**src/rtl/seg_auto_counter_mux_pkg.sv**
```systemverilog
// Shared constants for the segment display blocks: digit width, digit maxima and
// the a..g active-high decode patterns.
`default_nettype none

package seg_auto_counter_mux_pkg;

  localparam int DIGIT_W = 4;

  localparam logic [DIGIT_W-1:0] MAX_BCD = 4'd9;
  localparam logic [DIGIT_W-1:0] MAX_HEX = 4'hF;

  localparam logic [6:0] SEG_0     = 7'h3F;
  localparam logic [6:0] SEG_1     = 7'h06;
  localparam logic [6:0] SEG_2     = 7'h5B;
  localparam logic [6:0] SEG_3     = 7'h4F;
  localparam logic [6:0] SEG_4     = 7'h66;
  localparam logic [6:0] SEG_5     = 7'h6D;
  localparam logic [6:0] SEG_6     = 7'h7D;
  localparam logic [6:0] SEG_7     = 7'h07;
  localparam logic [6:0] SEG_8     = 7'h7F;
  localparam logic [6:0] SEG_9     = 7'h6F;
  localparam logic [6:0] SEG_A     = 7'h77;
  localparam logic [6:0] SEG_B     = 7'h7C;
  localparam logic [6:0] SEG_C     = 7'h39;
  localparam logic [6:0] SEG_D     = 7'h5E;
  localparam logic [6:0] SEG_E     = 7'h79;
  localparam logic [6:0] SEG_F     = 7'h71;
  localparam logic [6:0] SEG_BLANK = 7'h00;

  function automatic logic [DIGIT_W-1:0] digit_max(input bit hex_mode);
    return hex_mode ? MAX_HEX : MAX_BCD;
  endfunction

endpackage

`default_nettype wire

```
**src/rtl/seg_auto_counter_mux_seg7_decode.sv**
```systemverilog
// seg7_decode: combinational nibble to 7-segment pattern (seg[0]=a .. seg[6]=g).
`default_nettype none

module seg7_decode
  import seg_auto_counter_mux_pkg::*;
(
  input  logic [DIGIT_W-1:0] nibble_i,
  output logic [6:0]         seg_o
);

  always_comb begin
    seg_o = SEG_BLANK;
    case (nibble_i)
      4'h0: seg_o = SEG_0;
      4'h1: seg_o = SEG_1;
      4'h2: seg_o = SEG_2;
      4'h3: seg_o = SEG_3;
      4'h4: seg_o = SEG_4;
      4'h5: seg_o = SEG_5;
      4'h6: seg_o = SEG_6;
      4'h7: seg_o = SEG_7;
      4'h8: seg_o = SEG_8;
      4'h9: seg_o = SEG_9;
      4'hA: seg_o = SEG_A;
      4'hB: seg_o = SEG_B;
      4'hC: seg_o = SEG_C;
      4'hD: seg_o = SEG_D;
      4'hE: seg_o = SEG_E;
      4'hF: seg_o = SEG_F;
      default: seg_o = SEG_BLANK;
    endcase
  end

endmodule

`default_nettype wire

```
**src/rtl/seg_auto_counter_mux.sv**
```systemverilog
// seg_auto_counter_mux: N-digit BCD/hex up/down counter with multiplexed 7-segment scan.
// Optional SEG_LEAD_BLANK_EN blanks leading zero digits (digit 0 never blanked).
`default_nettype none

module seg_auto_counter_mux
  import seg_auto_counter_mux_pkg::*;
#(
  parameter int NUM_DIGITS = 4,
  parameter int HEX_MODE   = 0,
  parameter int TICK_DIV   = 250000,
  parameter int SCAN_DIV   = 1000
) (
  input  logic                          clk,
  input  logic                          rst,
  input  logic                          en,
  input  logic                          up_dn,
  input  logic                          load,
  input  logic [DIGIT_W*NUM_DIGITS-1:0] load_val,
  output logic [6:0]                    seg,
  output logic [NUM_DIGITS-1:0]         an,
  output logic                          dp,
  output logic                          wrap,
  output logic [DIGIT_W*NUM_DIGITS-1:0] count
);

  localparam int CW = DIGIT_W * NUM_DIGITS;
  localparam int TW = $clog2(TICK_DIV);
  localparam int SW = (SCAN_DIV > 1) ? $clog2(SCAN_DIV) : 1;
  localparam int IW = (NUM_DIGITS > 1) ? $clog2(NUM_DIGITS) : 1;
  localparam logic [DIGIT_W-1:0] DMAX = digit_max(HEX_MODE != 0);

  logic [TW-1:0]         tick_cnt_q, tick_cnt_d;
  logic [SW-1:0]         scan_cnt_q, scan_cnt_d;
  logic [IW-1:0]         idx_q, idx_d;
  logic [CW-1:0]         count_q, count_d;
  logic                  wrap_q, wrap_d;
  logic [NUM_DIGITS-1:0] an_q, an_d;
  logic [6:0]            seg_q, seg_d;
  logic                  dp_q, dp_d;

  logic                  w_tick;
  logic                  w_scan_wrap;
  logic [CW-1:0]         w_step;
  logic                  w_step_carry;
  logic [CW-1:0]         w_load_sat;
  logic [DIGIT_W-1:0]    w_cur_digit;
  logic [6:0]            w_dec_seg;
  logic                  w_blank;

  assign w_tick = en && (tick_cnt_q == TW'(TICK_DIV - 1));

  always_comb begin
    tick_cnt_d = tick_cnt_q;
    if (load || w_tick) begin
      tick_cnt_d = '0;
    end else if (en) begin
      tick_cnt_d = tick_cnt_q + TW'(1);
    end
  end

  // Ripple carry/borrow through the digit chain; carry out of the top digit is the wrap.
  always_comb begin : p_step
    logic [DIGIT_W-1:0] d;
    logic               c;
    d      = '0;
    c      = 1'b1;
    w_step = count_q;
    for (int i = 0; i < NUM_DIGITS; i++) begin
      d = count_q[DIGIT_W*i +: DIGIT_W];
      if (c) begin
        if (up_dn) begin
          if (d == DMAX) begin
            w_step[DIGIT_W*i +: DIGIT_W] = '0;
          end else begin
            w_step[DIGIT_W*i +: DIGIT_W] = d + 4'd1;
            c = 1'b0;
          end
        end else begin
          if (d == 4'd0) begin
            w_step[DIGIT_W*i +: DIGIT_W] = DMAX;
          end else begin
            w_step[DIGIT_W*i +: DIGIT_W] = d - 4'd1;
            c = 1'b0;
          end
        end
      end
    end
    w_step_carry = c;
  end

  always_comb begin
    w_load_sat = load_val;
    for (int i = 0; i < NUM_DIGITS; i++) begin
      if (load_val[DIGIT_W*i +: DIGIT_W] > DMAX) begin
        w_load_sat[DIGIT_W*i +: DIGIT_W] = DMAX;
      end
    end
  end

  always_comb begin
    count_d = count_q;
    wrap_d  = 1'b0;
    if (load) begin
      count_d = w_load_sat;
    end else if (w_tick) begin
      count_d = w_step;
      wrap_d  = w_step_carry;
    end
  end

  assign w_scan_wrap = (scan_cnt_q == SW'(SCAN_DIV - 1));

  always_comb begin
    scan_cnt_d = w_scan_wrap ? '0 : scan_cnt_q + SW'(1);
    idx_d      = idx_q;
    if (w_scan_wrap) begin
      idx_d = (idx_q == IW'(NUM_DIGITS - 1)) ? '0 : idx_q + IW'(1);
    end
  end

  always_comb begin
    w_cur_digit = '0;
    for (int i = 0; i < NUM_DIGITS; i++) begin
      if (idx_q == IW'(i)) begin
        w_cur_digit = count_q[DIGIT_W*i +: DIGIT_W];
      end
    end
  end

`ifdef SEG_LEAD_BLANK_EN
  always_comb begin : p_blank
    logic zero_above;
    zero_above = 1'b1;
    w_blank    = 1'b0;
    for (int i = NUM_DIGITS - 1; i > 0; i--) begin
      zero_above = zero_above && (count_q[DIGIT_W*i +: DIGIT_W] == 4'd0);
      if (idx_q == IW'(i)) begin
        w_blank = zero_above;
      end
    end
  end
`else
  assign w_blank = 1'b0;
`endif

  seg7_decode u_seg7_decode (
    .nibble_i (w_cur_digit),
    .seg_o    (w_dec_seg)
  );

  assign an_d  = NUM_DIGITS'(1) << idx_q;
  assign seg_d = w_blank ? SEG_BLANK : w_dec_seg;
  assign dp_d  = ~en;

  always_ff @(posedge clk or posedge rst) begin
    if (rst) begin
      tick_cnt_q <= '0;
      scan_cnt_q <= '0;
      idx_q      <= '0;
      count_q    <= '0;
      wrap_q     <= 1'b0;
      an_q       <= '0;
      seg_q      <= '0;
      dp_q       <= 1'b0;
    end else begin
      tick_cnt_q <= tick_cnt_d;
      scan_cnt_q <= scan_cnt_d;
      idx_q      <= idx_d;
      count_q    <= count_d;
      wrap_q     <= wrap_d;
      an_q       <= an_d;
      seg_q      <= seg_d;
      dp_q       <= dp_d;
    end
  end

  assign seg   = seg_q;
  assign an    = an_q;
  assign dp    = dp_q;
  assign wrap  = wrap_q;
  assign count = count_q;

endmodule

`default_nettype wire

```
**config.mk**
```make
export PLATFORM = sky130hd
export DESIGN_NAME = seg_auto_counter_mux
export DESIGN_NICKNAME = d
export VERILOG_FILES = /design/src/rtl/seg_auto_counter_mux_pkg.sv /design/src/rtl/seg_auto_counter_mux_seg7_decode.sv /design/src/rtl/seg_auto_counter_mux.sv
export SDC_FILE = /design/constraint.sdc
export NUM_CORES = 1
export LEC_CHECK = 0
export CORE_ASPECT_RATIO = 0.9
export CORE_MARGIN = 3
export CORE_UTILIZATION = 35
export DETAILED_ROUTE_END_ITERATION = 16
export MAX_ROUTING_LAYER = met4
export PLACE_DENSITY = 0.53
export SLEW_MARGIN = 20
export SYNTH_ARGS = -nofsm -noshare
export SYNTH_HDL_FRONTEND = slang
export SYNTH_SLANG_ARGS = --single-unit
export TNS_END_PERCENT = 50
```
**constraint.sdc**
```tcl
create_clock -name clk -period 2.9 [get_ports clk]
set_input_delay 0.87 -clock clk [delete_from_list [all_inputs] [get_ports clk]]
set_output_delay 0.87 -clock clk [all_outputs]
set_load 0.02 [all_outputs]
```
==> reports/metrics.cfg <==
[route]
num_vias=3045
wl_um=8520
drc=0
ant_nets=0
viasPerCell=5.16
firstDrtPassIters=4
wl_per_cell_um=14.4
drtIter0Drc=104

[worst_setup_path]
cp_top_family=buffers and inverters
crit_buf_inv=1
cp-start-kind=flop
critical-path-max-stage-delay_ns=0.70
crit_arrival_ns=1.62
slowest_stage=clkdlybuf4s50_1
path_max_fanout=12
end_kind=output pin
crit_type=reg2out
required_ns=2.03
path_cells=clkdlybuf4s50_1

[global_route]
grt_usage=0.159
grt_max_degree=42
grt_pass1_vias=3033
grt_overflow=0
grt_pass1_wl_um=14900
grt_antenna_before_repair=0

[run]
maxCapViolations=0

[layout]
drive_above_1_share=0.104
nets=490
diodes=0
syn_to_final_growth_pct=25.8
postLayoutCoreUtil=0.453
fillers=1022

[synth]
synth_top_family_by_area=simple AND/OR/NAND/NOR gates
synth_common_cells=dfrtp_1 (59), nor2_1 (41), a21oi_1 (28)
ys_seq_area_frac=0.398
synthMuxAreaShare=0.0567
synth_nets=440
yosysTopAreaCellShare=0.398
synth_cell_types=61
syn-instance-count=406
synth_seq_cells=59
avgSynthCellArea_um2=9.13
synth_largest_area_cell=dfrtp_1
synth-main-ff-cell=dfrtp_1
yosys.area_share.simple=0.216
synth_fa_ha_area_frac=0.0439
synth_most_common_cell=dfrtp_1
yosysWarnings=0
synth_edf_count=0
synth-compound-area-share=0.152
synthArstFlopShare=1.00
synth_xor_area_frac=0.0803
synth.area.top_cells=dfrtp_1 (40%), ha_1 (4.4%), xor2_1 (4.3%)
netlist_area_mm2=0.00371

[clock_tree]
cts_sinks=59
clk_pin_slew_ns=0.05
h-tree-depth=3
clock-root-buffer=clkbuf_16
cts_buffers=9
cts_resized=0
cts_buffer_depth=2
clk-insertion-delay-late_ns=0.33
cts_setup_buffers=0
cts_tree=yes
holdBufCountCts=0

[sta]
hold_ws_ns=0.458
final-max-slew-violation-count=0
fin_skew_ns=0.00748
fmax_mhz=401
rsz0062_at_grt=false
tns_ns=0
slew_headroom=0.613
setup_viol_count_final=0
fin_crit_ns=2.49
tightestPinTransition_ns=0.579
post-route-period-util=0.859
hold_violations=0

[power]
p_total_mw=2.53
clockPowerShare=0.386
peakVddDrop_uv=294
leakage_nw=1.93
p_switching_uw=732
power_frac_comb=0.233
swShare=0.289
p_per_area_mw_per_mm2=542
p_int_mw=1.80
seqPwrFrac=0.382

[floorplan]
die_w_um=115
dieArea_mm2=0.0119
die_h_um=104
row_count=35
ios=50
start_util=0.360
core_mm2=0.0103

[run_status]
status=completed

[placed_design]
gp_congestion=0.785
io_buffers=49
dp.final_hpwl_um=6090

[hold_path]
min_path_type=reg2reg

[path summary, 6_finish.rpt]
kind / start / endpoint / slack (ns) / depth (start not counted)
worst max-delay path: count[1]$_DFFE_PP0P_ / count[1] / 0.41 / 1
worst min-delay path: scan_cnt_q[0]$_DFF_PP0_ / scan_cnt_q[0]$_DFF_PP0_ / 0.46 / 1
worst max register to register: idx_q[0]$_DFFE_PP0N_ / seg[3]$_DFF_PP0_ / 0.59 / 10
worst min register to register: scan_cnt_q[0]$_DFF_PP0_ / scan_cnt_q[0]$_DFF_PP0_ / 0.46 / 1
max in group asynchronous: rst / count[15]$_DFFE_PP0P_ / 1.46 / 3
min in group asynchronous: rst / dp$_DFF_PP0_ / 0.86 / 2
[sequential cells by signal (all words and copies together) (netlist names)]
signal / flops
dp: 1
idx_q: 2
count: 16
seg: 7
scan_cnt_q: 10
tick_cnt_q: 18
wrap: 1
an: 4
[worst reg2reg max path: stages (launching register included)]
cell and delay (ns):
dfrtp_1 0.42, inv_1 0.09, ha_1 0.32, a21oi_1 0.14
o21ai_0 0.11, a22oi_1 0.21, inv_1 0.12, ha_1 0.31
inv_1 0.04, mux4_2 0.43, inv_1 0.06
[area by class of cell]
type	instances	area [um^2]	share of cell area
clock buffers	14	264	0.0566
repair buffers	65	636	0.136
multi-input cells	299	2040	0.436
flip-flops and latches	59	1480	0.316
inverters	22	82.6	0.0177
well taps	129	161	0.0346
clock inverters	2	10.0	0.00215
[per-layer routing]
metal  wire, um  vias up  track usage
met5          0        -            -
met4         41        0       0.0483
met3        349        4       0.0386
met2       4060       56        0.246
met1       4070     1441        0.205
li1           -     1544            -
[stage by stage]
stage	instance area, um^2	std cells	worst slack, ns
CTS	4670	590	0.366
floorplan	3710	406	0.517
global placement	4390	574	0.0871
detailed placement	4390	574	0.0718
global route	4670	590	0.261
finish	4670	590	0.407
[power by group through the flow]
stage,registers [mW],clock network (mW),logic [mW]
2_1_floorplan,1.00,0,0.336
4_1_cts,0.966,1.02,0.595
3_3_place_gp,0.976,0,0.590
5_1_grt,0.978,1.05,0.651
3_5_place_dp,0.980,0,0.593
6_report,0.965,0.976,0.589
[kinds of logic after synthesis]
kind of cell / after synthesis
AO/OA/AOI/OAI: 90
adder cells (fa/ha/maj): 13
flip-flops: 59
XOR/XNOR: 34
buffers and inverters: 48
multiplexers: 19
AND/OR/NAND/NOR: 143
[layout by cell type (no fill, tap or decap), types with 14 or more instances in the layout]
| master | Yosys | final |
|---|---|---|
| dfrtp_1 | 59 | 59 |
| clkdlybuf4s50_1 | 0 | 49 |
| nor2_1 | 41 | 41 |
| a21oi_1 | 28 | 28 |
| nand2_1 | 25 | 25 |
| o21ai_0 | 24 | 24 |
| inv_1 | 22 | 21 |
| nand3_1 | 19 | 19 |
| xor2_1 | 18 | 18 |
| xnor2_1 | 16 | 16 |
| buf_4 | 1 | 14 |
Note: power is estimated with default switching activity, not from simulation.
